<file path="config.mk">
export PLATFORM = sky130hd
export DESIGN_NAME = replay_csr_bank_flat
export DESIGN_NICKNAME = d
export VERILOG_FILES = /design/src/rtl/replay_csr_bank_if.sv /design/src/rtl/replay_csr_bank.sv /design/src/flat_wrapper.sv
export SDC_FILE = /design/constraint.sdc
export NUM_CORES = 1
export LEC_CHECK = 0
export ABC_AREA = 1
export BUFFER_PORTS_ARGS = -buffer_cell sky130_fd_sc_hd__buf_2
export CORE_MARGIN = 3
export CORE_UTILIZATION = 58
export CTS_CLUSTER_DIAMETER = 50
export CTS_CLUSTER_SIZE = 30
export DETAILED_ROUTE_END_ITERATION = 16
export HOLD_SLACK_MARGIN = 0.05
export PLACE_DENSITY = 0.95
export SYNTH_ARGS = -nofsm -noshare
export SYNTH_HDL_FRONTEND = slang
export SYNTH_SLANG_ARGS = --single-unit
</file>
<file path="constraint.sdc">
create_clock -name clk -period 2.7 [get_ports clk]
set_input_delay 0 -clock clk [delete_from_list [all_inputs] [get_ports clk]]
set_output_delay 0 -clock clk [all_outputs]
set_load 0.02 [all_outputs]
</file>
<file path="src/rtl/replay_csr_bank_if.sv">
// replay_csr_bank_if: request/acknowledge register bus between a requester and the CSR bank.
// Latency: none (wires only); timing is set by the bank.
// Backpressure: none; the requester waits for reg_ack_out before presenting the next access.
interface replay_csr_bank_if #(
  parameter int AXI_ADDR_WIDTH = 26
);
  logic                      reg_req_in;
  logic                      reg_rd_wr_L_in;
  logic [AXI_ADDR_WIDTH-1:0] reg_addr_in;
  logic [31:0]               reg_wr_data;
  logic                      reg_ack_out;
  logic [31:0]               reg_rd_data;

  modport master (
    output reg_req_in, reg_rd_wr_L_in, reg_addr_in, reg_wr_data,
    input  reg_ack_out, reg_rd_data
  );

  modport slave (
    input  reg_req_in, reg_rd_wr_L_in, reg_addr_in, reg_wr_data,
    output reg_ack_out, reg_rd_data
  );
endinterface

</file>
<file path="src/rtl/replay_csr_bank.sv">
// replay_csr_bank: control registers plus per-channel done status (sticky/live) and event counters.
// Latency: request accepted in cycle N is acked in N+1 with registered read data; writes land at the same edge.
// Backpressure: none; one access in flight, a request seen during the ack cycle is ignored.
// Build option REPLAY_CSR_IRQ_EN: adds the IRQ mask register at index 0x2F and a registered irq_out.
module replay_csr_bank #(
  parameter int AXI_DATA_WIDTH = 32,
  parameter int AXI_ADDR_WIDTH = 26,
  parameter int REG_ADDR_WIDTH = 6,
  parameter logic [AXI_ADDR_WIDTH-REG_ADDR_WIDTH-1:0] BLOCK_ADDR = 20'h10017,
  parameter int NUM_RW_REGS = 4,
  parameter int NUM_CH = 2,
  parameter int CNT_WIDTH = 16
) (
  input  logic                     clk,
  input  logic                     reset_L,
  replay_csr_bank_if.slave         bus,
  output logic [32*NUM_RW_REGS-1:0] rw_regs,
  input  logic [NUM_CH-1:0]        done_in
`ifdef REPLAY_CSR_IRQ_EN
  ,
  output logic                     irq_out
`endif
);

  localparam int TAG_W = AXI_ADDR_WIDTH - REG_ADDR_WIDTH;
  localparam logic [CNT_WIDTH-1:0] CNT_MAX = '1;
  localparam logic [CNT_WIDTH-1:0] CNT_ONE = CNT_WIDTH'(1);
  localparam logic [AXI_DATA_WIDTH-1:0] UNMAPPED = 32'hDEADBEEF;

  // Request decode
  logic [TAG_W-1:0] tag;
  logic [31:0]      idx;
  logic             accept;
  logic             wr_en;
  logic             rd_en;

  // Architectural state
  logic                      ack_q;
  logic [AXI_DATA_WIDTH-1:0] rd_q;
  logic [AXI_DATA_WIDTH-1:0] rw_q [NUM_RW_REGS];
  logic [NUM_CH-1:0]         done_q;
  logic [NUM_CH-1:0]         sticky_q;
  logic [CNT_WIDTH-1:0]      cnt_q [NUM_CH];

  // Per-target hit vectors and read mux output
  logic [NUM_RW_REGS-1:0]    ctrl_hit;
  logic [NUM_CH-1:0]         st_hit;
  logic [NUM_CH-1:0]         cnt_hit;
  logic [AXI_DATA_WIDTH-1:0] rd_next;

  logic [NUM_CH-1:0] rise;
  logic [NUM_CH-1:0] st_clr;
  logic [NUM_CH-1:0] cnt_clr;

`ifdef REPLAY_CSR_IRQ_EN
  logic              mask_hit;
  logic [NUM_CH-1:0] mask_q;
  logic              irq_q;
`endif

  assign tag = bus.reg_addr_in[AXI_ADDR_WIDTH-1:REG_ADDR_WIDTH];
  assign idx = 32'(bus.reg_addr_in[REG_ADDR_WIDTH-1:0]);

  // Only one access in flight: the ack cycle itself never accepts.
  assign accept = bus.reg_req_in && (tag == BLOCK_ADDR) && !ack_q;
  assign wr_en  = accept && !bus.reg_rd_wr_L_in;
  assign rd_en  = accept &&  bus.reg_rd_wr_L_in;

  // A level change 0->1 between consecutive samples counts as one event.
  assign rise    = done_in & ~done_q;
  assign st_clr  = (wr_en && bus.reg_wr_data[0]) ? st_hit : '0;
  assign cnt_clr = wr_en ? cnt_hit : '0;

  // Index decode and read mux; anything that does not hit a target reads the poison pattern.
  always_comb begin
    ctrl_hit = '0;
    st_hit   = '0;
    cnt_hit  = '0;
    rd_next  = UNMAPPED;
`ifdef REPLAY_CSR_IRQ_EN
    mask_hit = 1'b0;
`endif
    for (int i = 0; i < NUM_RW_REGS; i++) begin
      if (idx == 32'(i)) begin
        ctrl_hit[i] = 1'b1;
        rd_next     = rw_q[i];
      end
    end
    for (int c = 0; c < NUM_CH; c++) begin
      if (idx == 32'h20 + 32'(c)) begin
        st_hit[c] = 1'b1;
        rd_next   = {30'd0, done_in[c], sticky_q[c]};
      end
      if (idx == 32'h30 + 32'(c)) begin
        cnt_hit[c] = 1'b1;
        rd_next    = AXI_DATA_WIDTH'(cnt_q[c]);
      end
    end
`ifdef REPLAY_CSR_IRQ_EN
    if (idx == 32'h2F) begin
      mask_hit = 1'b1;
      rd_next  = AXI_DATA_WIDTH'(mask_q);
    end
`endif
  end

  // Acknowledge and read-data register; read data only moves on an accepted read.
  always_ff @(posedge clk or negedge reset_L) begin
    if (!reset_L) begin
      ack_q <= 1'b0;
      rd_q  <= '0;
    end else begin
      ack_q <= accept;
      if (rd_en) begin
        rd_q <= rd_next;
      end
    end
  end

  // Control registers, written in place on an accepted write.
  always_ff @(posedge clk or negedge reset_L) begin
    if (!reset_L) begin
      for (int i = 0; i < NUM_RW_REGS; i++) begin
        rw_q[i] <= '0;
      end
    end else begin
      for (int i = 0; i < NUM_RW_REGS; i++) begin
        if (wr_en && ctrl_hit[i]) begin
          rw_q[i] <= bus.reg_wr_data;
        end
      end
    end
  end

  // Edge history and sticky status; a same-cycle edge wins over the W1C clear.
  always_ff @(posedge clk or negedge reset_L) begin
    if (!reset_L) begin
      done_q   <= '0;
      sticky_q <= '0;
    end else begin
      done_q   <= done_in;
      sticky_q <= (sticky_q & ~st_clr) | rise;
    end
  end

  // Saturating event counters; a clear coinciding with an edge leaves the count at one.
  always_ff @(posedge clk or negedge reset_L) begin
    if (!reset_L) begin
      for (int c = 0; c < NUM_CH; c++) begin
        cnt_q[c] <= '0;
      end
    end else begin
      for (int c = 0; c < NUM_CH; c++) begin
        if (cnt_clr[c]) begin
          cnt_q[c] <= rise[c] ? CNT_ONE : '0;
        end else if (rise[c] && (cnt_q[c] != CNT_MAX)) begin
          cnt_q[c] <= cnt_q[c] + CNT_ONE;
        end
      end
    end
  end

`ifdef REPLAY_CSR_IRQ_EN
  // Mask register and interrupt; irq follows sticky/mask one cycle later.
  always_ff @(posedge clk or negedge reset_L) begin
    if (!reset_L) begin
      mask_q <= '0;
      irq_q  <= 1'b0;
    end else begin
      if (wr_en && mask_hit) begin
        mask_q <= bus.reg_wr_data[NUM_CH-1:0];
      end
      irq_q <= |(sticky_q & mask_q);
    end
  end

  assign irq_out = irq_q;
`endif

  assign bus.reg_ack_out = ack_q;
  assign bus.reg_rd_data = rd_q;

  for (genvar g = 0; g < NUM_RW_REGS; g++) begin : g_rw_out
    assign rw_regs[32*g +: 32] = rw_q[g];
  end

endmodule

</file>
<file path="src/flat_wrapper.sv">
// flat-port wrapper written by rule: the top's interface ports become plain ports
module replay_csr_bank_flat 
#(
  parameter int AXI_DATA_WIDTH = 32,
  parameter int AXI_ADDR_WIDTH = 26,
  parameter int REG_ADDR_WIDTH = 6,
  parameter logic [AXI_ADDR_WIDTH-REG_ADDR_WIDTH-1:0] BLOCK_ADDR = 20'h10017,
  parameter int NUM_RW_REGS = 4,
  parameter int NUM_CH = 2,
  parameter int CNT_WIDTH = 16
)
  (clk, reset_L, rw_regs, done_in, bus_reg_req_in, bus_reg_rd_wr_L_in, bus_reg_addr_in, bus_reg_wr_data, bus_reg_ack_out, bus_reg_rd_data);
  replay_csr_bank_if #(.AXI_ADDR_WIDTH(AXI_ADDR_WIDTH)) bus_i ();
  input  logic clk;
  input  logic reset_L;
  output logic [32*NUM_RW_REGS-1:0] rw_regs;
  input  logic [NUM_CH-1:0] done_in;
  input wire logic [$bits(bus_i.reg_req_in)-1:0] bus_reg_req_in;
  input wire logic [$bits(bus_i.reg_rd_wr_L_in)-1:0] bus_reg_rd_wr_L_in;
  input wire logic [$bits(bus_i.reg_addr_in)-1:0] bus_reg_addr_in;
  input wire logic [$bits(bus_i.reg_wr_data)-1:0] bus_reg_wr_data;
  output wire logic [$bits(bus_i.reg_ack_out)-1:0] bus_reg_ack_out;
  output wire logic [$bits(bus_i.reg_rd_data)-1:0] bus_reg_rd_data;
  assign bus_i.reg_req_in = bus_reg_req_in;
  assign bus_i.reg_rd_wr_L_in = bus_reg_rd_wr_L_in;
  assign bus_i.reg_addr_in = bus_reg_addr_in;
  assign bus_i.reg_wr_data = bus_reg_wr_data;
  assign bus_reg_ack_out = bus_i.reg_ack_out;
  assign bus_reg_rd_data = bus_i.reg_rd_data;
  replay_csr_bank #(.AXI_DATA_WIDTH(AXI_DATA_WIDTH), .AXI_ADDR_WIDTH(AXI_ADDR_WIDTH), .REG_ADDR_WIDTH(REG_ADDR_WIDTH), .BLOCK_ADDR(BLOCK_ADDR), .NUM_RW_REGS(NUM_RW_REGS), .NUM_CH(NUM_CH), .CNT_WIDTH(CNT_WIDTH)) u_core (.clk(clk), .reset_L(reset_L), .bus(bus_i), .rw_regs(rw_regs), .done_in(done_in));
endmodule
</file>
==> metrics.txt <==
outcome finished, final reports clean; Syn Area/Cell 8.19 um^2; Rel. slew slack 0.489; Final Skew 12.7 ps; CP Capture Type flop; worst-path fanout max 64; first-pass GRT wire length 48,900 um; grt ovf 0; Final Wtd Congestion 0.966; Antenna Nets Post-Route 0; Syn Std Cell Area 9630 um^2; clk slew on worst S/H paths 80 ps; RSZ-0062 raised after global routing no; GRT Util Overall 0.343; Die H 135 um; H-tree depth 4; worst r2r dst u_core.rw_regs[109]; endpoints failing hold 0; fin area 11,800 um^2; clock latency on the worst-skew pair 440 ps; worst ir drop on vdd 0.474 mV; row count 46; most used routing layer met2; Bufs on Longest Clock Path 2; CTS buffer count 17; final cell count without fillers 1,659; die area 18,200 um^2; largest net degree at the start of global routing 67; met2 usage 0.541; CP Data Arrival Time 2690 ps; Vias/cell 5.94; FF-to-FF Start u_core.bus.reg_ack_out; share of the yosys chip area belonging to registers 0.512; Cell variety after synth 40; Buffers on Ports 224; pwr dens 568 nW/um^2; Root Buffer clkbuf_16; wire length per cell 19.0 um; half-perimeter wire length after placement 20,900 um; GR Layer Usage met3 0.0805; Worst Tran Pin Value 761 ps; starting density of the core 0.599; area grow syn2layout 22.9%; vias in the first global route 9,408; post-synthesis net count 1,241; Worst EP required 3040 ps; Clock Sinks 197; total core area 16,100 um^2; post-placement cell count 1,583; setup violators final 0; Hold Path Class in -> async; Tmin final 2340 ps; share of cells above drive strength 1 0.216; final wirelength 31,500 um; Setup TNS 0 ps; I/O pin total 225; Final Max Slew Viols 0; initial antenna violation count 2; critical path type reg -> reg; Area after DPL 10,800 um^2; DR vias 9,850; R2R Setup Slk 360 ps; Synth Register Bits 197; grt met1 use 0.454; final critical-path share of the clock period 0.868; worst r2r path cells 8; max_cap viols 0; Worst Setup Start Kind flop; yosys warns 0; Leak Pwr 6.57 nW; CTS tree built; Layout Nets 1,494; drt pass-1 iters 6; Post-route DRC 0; Syn Inst Count 1,175; Horiz. Die Dim 135 um; Fmax achieved 426 MHz; total power 6.72 mW; initial DRC count 989
[metal layers]
metal  up-vias  routed length (um)
li1       4353                   -
met1      4633               11700
met2       720               14500
met3       142                3680
met4         2                1530
met5         -                   7
[Yosys cell counts, drive strengths merged]
master / n / area [um^2]
nand2: 303 / 1180
dfrtp: 197 / 4930
nor2: 153 / 633
o21ai: 153 / 796
inv: 111 / 417
nand3: 55 / 285
a21oi: 44 / 220
nor3: 42 / 226
buf: 40 / 353
nand4: 18 / 134
o211ai: 14 / 105
xor2: 8 / 70.1
o2111ai: 7 / 61.3
o221ai: 6 / 52.6
clkbuf: 5 / 18.8
or2: 4 / 25.0
o22ai: 3 / 18.8
xnor2: 3 / 26.3
ha: 2 / 25.0
nand3b: 2 / 15.0
o31ai: 2 / 15.0
and2: 1 / 6.26
and3: 1 / 6.26
nor4: 1 / 6.26
[state kept, by name (all words and copies together), names as in the netlist]
signal                  flops
u_core.bus.reg_ack_out      1
u_core.bus.reg_rd_data     32
u_core.cnt_q               32
u_core.done_q               2
u_core.rw_regs            128
u_core.sticky_q             2
[worst max-delay path, stage by stage, from the launching register on]
cell and delay (ps):
dfrtp_1 410, nor2_1 110, nand4_1 90, nor2_2 170
dlymetal6s4s_1 230, nand2_2 100, nor2_8 250, nand2_4 470
o21ai_0 390
[cell families after synthesis]
family,Yosys count,synth area share
and+or+nand+nor,580,0.262
adders and majority gates,2,0.00260
AOI/OAI and AO/OA,229,0.132
xor gates and xnor gates,11,0.0100
DFF,197,0.512
buffers and inverters,156,0.0819
[power breakdown]
group | total, mW | internal, mW | switching (mW)
Clock | 2.69 | 1.30 | 1.39
Sequential | 3.26 | 3.07 | 0.189
Combinational | 0.774 | 0.267 | 0.507
[area by class of cell]
cell class | instances | area (um^2)
Timing Repair Buffer | 279 | 1660
Fill cell | 1095 | 4230
Clock buffer | 17 | 425
Multi-Input combinational cell | 822 | 3920
Antenna cell | 2 | 5.00
Clock inverter | 15 | 206
Tap cell | 216 | 270
Sequential cell | 197 | 4930
Inverter | 111 | 417
[timing repair]
| item | CTS | global route |
|---|---|---|
| setup endpoints to repair | 0 | 92 |
| resized for setup | 0 | 3 |
| hold endpoints to repair | 252 | 0 |
| hold buffers | 39 | 0 |
| setup buffers | 0 | 3 |
[placed cells by master (no fill, tap or decap), types with 8 or more instances in the layout]
master	netlist	final
nand3_1	53	53
buf_2	12	223
clkbuf_16	0	17
buf_4	6	15
xor2_1	8	8
a21oi_1	44	44
nor2_1	143	142
nand4_1	16	16
nor3_1	40	40
dlygate4sd3_1	0	38
dfrtp_1	197	197
nand2_1	294	294
o211ai_1	14	14
o21ai_0	112	112
inv_1	106	106
o21ai_1	37	37
[metrics by stage]
step / setup slack (ps) / hold WS (ps) / util
after floorplan: 1060 / -296 / -
after global placement: 446 / 29.2 / 0.670
after detailed placement: 306 / 36.4 / 0.670
after CTS: 100 / 56.7 / 0.734
after global routing: 255 / 119 / 0.736
final: 355 / 79.5 / 0.737
[how the worst max path moves through the flow]
stage | startpoint | endpoint | slack (ps) | cells after the start
5_1_grt | u_core.bus.reg_ack_out | u_core.rw_regs[109] | 250 | 9
3_3_place_gp | u_core.bus.reg_ack_out | u_core.bus.reg_rd_data[29] | 450 | 7
2_1_floorplan | u_core.bus.reg_ack_out | u_core.rw_regs[55] | 1060 | 9
3_5_place_dp | u_core.bus.reg_ack_out | u_core.bus.reg_rd_data[29] | 310 | 7
6_report | u_core.bus.reg_ack_out | u_core.rw_regs[109] | 360 | 8
4_1_cts | u_core.bus.reg_ack_out | u_core.rw_regs[109] | 100 | 8
Note: power is estimated with default switching activity, not from simulation.
